**config.mk**
```make
export PLATFORM = sky130hd
export DESIGN_NAME = stall_req_gen_l1
export DESIGN_NICKNAME = d
export VERILOG_FILES = /design/src/rtl/stall_pkg.sv /design/src/rtl/stall_occ_cnt.sv /design/src/rtl/stall_req_gen_l1.sv
export SDC_FILE = /design/constraint.sdc
export NUM_CORES = 1
export LEC_CHECK = 0
export CORE_MARGIN = 3
export CORE_UTILIZATION = 50
export CTS_CLUSTER_SIZE = 14
export DETAILED_ROUTE_END_ITERATION = 16
export PLACE_DENSITY = 0.77
export SLEW_MARGIN = 20
export SYNTH_ARGS = -nofsm -noshare
export SYNTH_HDL_FRONTEND = slang
export SYNTH_HIERARCHICAL = 1
export SYNTH_SLANG_ARGS = --single-unit
```
**constraint.sdc**
```tcl
create_clock -name clk -period 2.3 [get_ports clk]
set_input_delay 0.345 -clock clk [delete_from_list [all_inputs] [get_ports clk]]
set_output_delay 0.345 -clock clk [all_outputs]
set_load 0.02 [all_outputs]
```
**src/rtl/stall_pkg.sv**
```systemverilog
// Shared definitions for the L1-L9 stall request generators: FSM state
// encoding, default watermark constants and a width helper.
package stall_pkg;

  typedef enum logic [1:0] {
    ST_RUN     = 2'b00,
    ST_STALLED = 2'b01,
    ST_RESUME  = 2'b10
  } stall_state_e;

  localparam int unsigned DEF_DEPTH       = 16;
  localparam int unsigned DEF_HI_WM       = 12;
  localparam int unsigned DEF_LO_WM       = 4;
  localparam int unsigned DEF_MIN_RUN     = 2;
  localparam int unsigned DEF_TIMEOUT_CYC = 1024;

  // Bits needed to hold a count from 0 to depth inclusive.
  function automatic int unsigned occ_width(input int unsigned depth);
    return $clog2(depth + 1);
  endfunction

endpackage

```
**src/rtl/stall_occ_cnt.sv**
```systemverilog
// Saturating downstream-buffer occupancy counter with sticky
// overflow/underflow error. err_set lets the parent force the sticky flag.
module stall_occ_cnt
  import stall_pkg::*;
#(
  parameter int unsigned DEPTH = DEF_DEPTH
) (
  input  logic                        clk,
  input  logic                        rst,
  input  logic                        flush,
  input  logic                        wr_pulse,
  input  logic                        rd_pulse,
  input  logic                        err_set,
  output logic [occ_width(DEPTH)-1:0] occ,
  output logic                        err
);

  localparam int unsigned OCC_W = occ_width(DEPTH);
  localparam logic [OCC_W-1:0] FULL = OCC_W'(DEPTH);

  // Occupancy update; flush clears the count but keeps the sticky error.
  always_ff @(posedge clk) begin
    if (rst) begin
      occ <= '0;
      err <= 1'b0;
    end else begin
      if (err_set) err <= 1'b1;
      if (flush) begin
        occ <= '0;
      end else if (wr_pulse && !rd_pulse) begin
        if (occ == FULL) err <= 1'b1;
        else             occ <= occ + 1'b1;
      end else if (rd_pulse && !wr_pulse) begin
        if (occ == '0) err <= 1'b1;
        else           occ <= occ - 1'b1;
      end
    end
  end

endmodule

```
**src/rtl/stall_req_gen_l1.sv**
```systemverilog
// L1 stall request generator: watches downstream buffer occupancy and
// issues one-cycle CLK_Dis / CLK_EN pulses to the layer clock gate with
// high/low watermark hysteresis and a minimum RESUME dwell.
// Optional: define STALL_TIMEOUT_EN to add a stall watchdog that forces
// RESUME after TIMEOUT_CYC stalled cycles and sets err.
module stall_req_gen_l1
  import stall_pkg::*;
#(
  parameter int unsigned DEPTH       = DEF_DEPTH,
  parameter int unsigned HI_WM       = DEF_HI_WM,
  parameter int unsigned LO_WM       = DEF_LO_WM,
  parameter int unsigned MIN_RUN     = DEF_MIN_RUN,
  parameter int unsigned TIMEOUT_CYC = DEF_TIMEOUT_CYC
) (
  input  logic                        clk,
  input  logic                        rst,
  input  logic                        wr_pulse,
  input  logic                        rd_pulse,
  input  logic                        flush,
  output logic                        CLK_EN,
  output logic                        CLK_Dis,
  output logic                        stalled,
  output logic [occ_width(DEPTH)-1:0] occ,
  output logic                        err
);

  localparam int unsigned OCC_W = occ_width(DEPTH);
  localparam logic [OCC_W-1:0] HI_Q = OCC_W'(HI_WM);
  localparam logic [OCC_W-1:0] LO_Q = OCC_W'(LO_WM);
  localparam int unsigned RUN_W = (MIN_RUN > 1) ? $clog2(MIN_RUN) : 1;
  localparam logic [RUN_W-1:0] RUN_LAST = RUN_W'(MIN_RUN - 1);
  localparam int unsigned TO_W = (TIMEOUT_CYC > 1) ? $clog2(TIMEOUT_CYC) : 1;
  localparam logic [TO_W-1:0] TO_LAST = TO_W'(TIMEOUT_CYC - 1);

  stall_state_e   state;
  logic [RUN_W-1:0] run_cnt;
  logic           at_lo;
  logic           to_fire;

  assign at_lo = (occ <= LO_Q);

  stall_occ_cnt #(
    .DEPTH (DEPTH)
  ) u_occ (
    .clk      (clk),
    .rst      (rst),
    .flush    (flush),
    .wr_pulse (wr_pulse),
    .rd_pulse (rd_pulse),
    .err_set  (to_fire),
    .occ      (occ),
    .err      (err)
  );

`ifdef STALL_TIMEOUT_EN
  logic [TO_W-1:0] to_cnt;

  // Watchdog expires only when the low watermark has not already released the stall.
  assign to_fire = (state == ST_STALLED) && !flush && !at_lo && (to_cnt == TO_LAST);

  // Watchdog counts stalled cycles and clears whenever STALLED is left.
  always_ff @(posedge clk) begin
    if (rst || flush || state != ST_STALLED || at_lo || to_fire) to_cnt <= '0;
    else                                                      to_cnt <= to_cnt + 1'b1;
  end
`else
  logic unused_cfg;

  assign to_fire    = 1'b0;
  assign unused_cfg = ^TO_LAST;
`endif

  // Gate-control FSM with registered pulse and stalled outputs.
  always_ff @(posedge clk) begin
    if (rst) begin
      state   <= ST_RUN;
      run_cnt <= '0;
      CLK_EN  <= 1'b0;
      CLK_Dis <= 1'b0;
      stalled <= 1'b0;
    end else begin
      CLK_EN  <= 1'b0;
      CLK_Dis <= 1'b0;
      if (flush) begin
        state   <= ST_RUN;
        run_cnt <= '0;
        stalled <= 1'b0;
        CLK_EN  <= (state == ST_STALLED);
      end else begin
        unique case (state)
          ST_RUN: begin
            if (occ >= HI_Q) begin
              state   <= ST_STALLED;
              CLK_Dis <= 1'b1;
              stalled <= 1'b1;
            end
          end
          ST_STALLED: begin
            if (at_lo || to_fire) begin
              state   <= ST_RESUME;
              run_cnt <= '0;
              CLK_EN  <= 1'b1;
              stalled <= 1'b0;
            end
          end
          ST_RESUME: begin
            if (run_cnt == RUN_LAST) state   <= ST_RUN;
            else                     run_cnt <= run_cnt + 1'b1;
          end
          default: state <= ST_RUN;
        endcase
      end
    end
  end

endmodule
```
== Word-level counts from Yosys, hierarchy flattened ==
Cells that the tools add are included.

* Flip-flop bits (word level): 12
* Word-level logic and storage cells: 61
* Input port bits: 5
* Output and inout bits: 9

* Bitwise logic cells: 2
* Order comparisons: 2
* Eq/ne operators: 9
* Muxes and demuxes: 21
* Reductions and logical operators: 17
* Add/sub/neg operators: 3

{| class="wikitable"
|+ Operators with widths
! operator !! count
|-
| two-way mux 5 bit || 4
|-
| two-way mux 1 bit || 11
|-
| != test 2 bit, second input constant || 5
|-
| AND reduction 3 bit || 3
|-
| nonzero test 2 bit || 4
|-
| two-way mux 2 bit || 3
|-
| case mux 2 bit (3 select lines) || 1
|-
| adder 5 x 1 -> 5 bit, second input constant || 1
|-
| == test 5 bit, second input constant || 1
|-
| >= comparator 5 x 4 -> 1 bit, second input constant || 1
|-
| <= comparator 5 x 3 -> 1 bit, second input constant || 1
|-
| logical NOT 5 bit || 1
|-
| subtractor 5 x 1 -> 5 bit, second input constant || 1
|-
| case mux 1 bit (2 select lines) || 2
|-
| AND reduction 4 bit || 1
|-
| OR reduction 3 bit || 1
|-
| == test 2 x 1 -> 1 bit, second input constant || 1
|-
| == test 2 bit, second input constant || 1
|-
| logical AND 1 bit || 2
|-
| logical NOT 1 bit || 2
|-
| logical NOT 2 bit || 1
|-
| != test 2 x 1 -> 1 bit, second input constant || 1
|-
| inverter 1 bit || 2
|-
| AND reduction 2 bit || 1
|-
| other kinds (2) || 2
|}

== Depth between registers and ports, before layout ==
* Word-level depth: 4
* Gate-level depth with buffers: 10
* Depth with buffers taken out: 9

== Cells and area by module ==
The synthesis kept the hierarchy.

{| class="wikitable"
|+ By module, submodules not included
! module !! cells each !! seq. area each (um2) !! instances !! area each (um2)
|-
| stall_occ_cnt || 56 || 120.1 || 1 || 464.2
|-
| stall_req_gen_l1 || 28 || 120.1 || 1 || 301.5
|}

== Least setup slack after synthesis ==
No wires, ideal clock.

* Path kind: input -> register
* Start point: input port rd_pulse
* End point: register u_occ.occ[4]
* Required time: 2,230 ps
* Arrival: 2,025 ps
* Path buffers: 1
* Stages: 10
* Slack: 205 ps
* Library setup time: 70 ps
* Cells stage by stage: inv_1 ha_1 buf_4 inv_1 ha_1 or3_1 o311ai_1 a21oi_1 or3_1 a21boi_1

* Word-level cells in the longest chain between the ends: 4
* Elaborated cells between the ends (all ways): 8
* Those cells by class: eq/ne (2); mux (1); reduce/logical (5)

{| class="wikitable"
|+ Ends and longest elaborated chain
! element !! RTL line !! text
|-
| from (decl) || stall_req_gen_l1.sv:18 || <nowiki>input logic rd_pulse,</nowiki>
|-
| logical NOT 1 bit || stall_occ_cnt.sv:30 || <nowiki>end else if (wr_pulse && !rd_pulse) begin</nowiki>
|-
| logical AND 1 bit || stall_occ_cnt.sv:30 ||
|-
| != test 2 bit (no line), or another cell as far along || -- ||
|-
| AND reduction 3 bit (no line) || -- ||
|-
| to (signal assigned) || stall_occ_cnt.sv:32 || <nowiki>else occ <= occ + 1'b1;</nowiki>
|-
| to (signal assigned) || stall_occ_cnt.sv:35 || <nowiki>else occ <= occ - 1'b1;</nowiki>
|-
| to (decl) || stall_occ_cnt.sv:14 || <nowiki>output logic [occ_width(DEPTH)-1:0] occ,</nowiki>
|}

Several ways; a longest one is shown, not always the timed one.
A chain may end at the register's enable or synchronous reset.

== Worst setup path after layout ==
Ends and elaborated chain as after synthesis.

==> flow_metrics.env <==
export IMPL_run_status="complete, no violations"
export IMPL_first_pass_iters=4
export IMPL_report_power_total_mw=0.553
export IMPL_global_route_wire_length_before_repair_um=2840
export IMPL_critPathSlowestCell="clkdlybuf4s50_1"
export IMPL_synth_net_count=94
export IMPL_crit_arrival_ps=2420
export IMPL_drive_above_1_share=0.257
export IMPL_synth_top_cells_by_area="dfxtp_1 31%, ha_1 8.2%, a2111oi_4 3.6%, nor2_1 3.4%, xnor2_1 3.4%"
export IMPL_vias_per_cell=5.60
export IMPL_p_leak_nw=0.399
export IMPL_layout_area_growth_over_synthesis_pct=34.6
export IMPL_insertedDiodeCount=0
export IMPL_h_tree_levels=1
export IMPL_hold_viol=0
export IMPL_critical_path_startpoint_type="input pin"
export IMPL_most_frequent_cells_in_the_layout="13 x clkdlybuf4s50_1, 12 x dfxtp_1, 9 x buf_4, 7 x nor2_1"
export IMPL_maxCapViolations=0
export IMPL_ys_seq_area_frac=0.314
export IMPL_timing_final_max_slew_violations=0
export IMPL_synth_enable_flop_cells=0
export IMPL_grt_total_usage=0.189
export IMPL_final_period_minus_worst_setup_slack_ps=2200
export IMPL_timing_reg2reg_setup_slack_ps=440
export IMPL_drt_initial_drc_count=21
export IMPL_remaining_drc_errors=0
export IMPL_path_max_fanout=4
export IMPL_initial_util=0.560
export IMPL_clock_skew_ps=10.8
export IMPL_port_bufs=13
export IMPL_yosys_area_share_xor_xnor=0.0458
export IMPL_layout_cells_most_common="clkdlybuf4s50_1"
export IMPL_dr_wl_cell_um=13.6
export IMPL_crit_type="in -> reg"
export IMPL_p_per_area_nw_per_um2=536
export IMPL_cts_tree="yes"
export IMPL_synth_top_area_cell="dfxtp_1"
export IMPL_pin_count_of_the_biggest_net_entering_global_routing=10
export IMPL_synth_cell_area_um2=766
export IMPL_synth_simple_area_share=0.263
export IMPL_combinational_family_with_the_most_area_after_synthesis="simple AND/OR/NAND/NOR gates"
export IMPL_clock_fmax_mhz=455
export IMPL_floorplan_die_width_um=45.1
export IMPL_avg_synthesized_cell_area_um2=9.12
export IMPL_cp_buffers_inverters=3
export IMPL_core_rowCount=13
export IMPL_antenna_found_initial=0
export IMPL_synth_flop_cell="dfxtp_1"
export IMPL_yosys_area_top_type_share=0.314
export IMPL_coreArea_um2=1370
export IMPL_report_final_setup_viol=0
export IMPL_root_buffer="clkbuf_4"
export IMPL_grt_overflow_total=0
export IMPL_final_core_util=0.755
export IMPL_routed_via_count=695
export IMPL_synth_adder_area_share=0.0817
export IMPL_cp_top_family="simple AND/OR/NAND/NOR gates"
export IMPL_postRouteAntennaNets=0
export IMPL_worst_hold_path_type="reg -> reg"
export IMPL_tritoncts_num_sinks=12
export IMPL_post_dp_hpwl_um=1270
export IMPL_finalSetupTns_ps=0
export IMPL_muxShareOfSynthArea=0.0261
export IMPL_die_y_um=45.1
export IMPL_timing_critical_path_required_ps=2520
export IMPL_netlist_cell_type_count=39
export IMPL_worst_setup_hold_path_clk_slew_ps=90
export IMPL_synthCells=84
export IMPL_max_vdd_ir_drop_v=0.000356
export IMPL_nNetsFinal=120
export IMPL_die_area_um2=2040
export IMPL_place_gp_congestion=0.747
export IMPL_worst_setup_path_end_kind="flop"
export IMPL_path_cells="clkdlybuf4s50_1 > inv_1 > ha_2 > inv_1 > ha_1 > or3_1 > o311ai_2 > a21oi_1 > or3_1 > a21boi_1"
export IMPL_number_of_flip_flops_and_latches_in_the_synthesized_netlist=12
export IMPL_grt_pass1_vias=643
export IMPL_critPathMaxStageDelay_ps=420
export IMPL_boundaryPins=14
export IMPL_fraction_of_the_mapped_netlist_area_in_compound_gates=0.225
export IMPL_yosysWarningCount=6
export IMPL_detail_route_wirelength_um=1690
export IMPL_clkLatencyLatePin_ps=280
export IMPL_share_of_the_clock_period_used_by_the_worst_path_after_layout=0.956
export IMPL_async_set_or_reset_register_ratio_after_synthesis=0
export IMPL_cts_buffers_inserted=3
export IMPL_clockBufferDepth=2
final cells by class:
class	count	area, um^2
multi-input combinational	65	515
clock buffer	4	36.3
timing repair buffer	22	198
sequential	12	240
fill	102	335
inverter	6	22.5
tap	15	18.8
worst reg2reg max path, cell delays in order (launching register included):
cell and delay, ps:
dfxtp_1 400, ha_1 270, or3_1 360, o311ai_2 220, a21oi_1 80, or3_1 320
a21boi_1 140
metal layers:
metal / wire length (um) / track usage
met1: 884 / 0.290
met2: 708 / 0.254
met3: 75 / 0.0239
met4: 17 / 0.0936
met5: 0 / 0
sequential cells by signal (all words and copies together), names as in the netlist:
register / cells
CLK_EN: 1
u_occ/occ: 5
run_cnt: 1
u_occ/err: 1
stalled: 1
CLK_Dis: 1
state: 2
worst paths after layout:
check	cells after the start	endpoint	start
worst max register to register	6	u_occ/occ[4]	u_occ/occ[3]
worst min register to register	2	u_occ/err	u_occ/err
worst min-delay path	2	u_occ/err	u_occ/err
worst max-delay path	10	u_occ/occ[4]	rd_pulse
metrics by stage:
step	setup WS [ps]	hold WS, ps	std cells	instance area, um^2
2_1_floorplan	205	417	84	766
3_3_place_gp	-133	468	120	975
3_5_place_dp	-211	470	120	975
4_1_cts	80.5	494	124	1010
5_1_grt	-7.56	524	124	1030
6_report	101	489	124	1030
cell usage after synthesis (3+ instances only):
cell	number
nor3_1	5
dfxtp_1	12
inv_1	4
ha_1	5
a21oi_1	5
or3_1	3
nand2_1	3
xnor2_1	3
o21ai_0	3
nor2_1	7
cells by family after synthesis:
family | after synthesis
adders and majority gates | 5
xor gates and xnor gates | 4
muxes | 2
AOI/OAI and AO/OA | 21
other | 1
DFF | 12
and+or+nand+nor | 32
buffers and inverters | 7
where the power goes:
| part | internal, mW | switching, mW |
|---|---|---|
| clock network | 0.0963 | 0.0766 |
| logic | 0.0771 | 0.0706 |
| registers | 0.216 | 0.0163 |
what timing repair did:
item                       4_1_cts  5_1_grt
hold endpoints to repair         0        0
buffers inserted                 0        0
hold buffers                     0        0
gates resized for setup          0        4
setup endpoints to repair        0        1
Power figures use the tool's default switching activity.
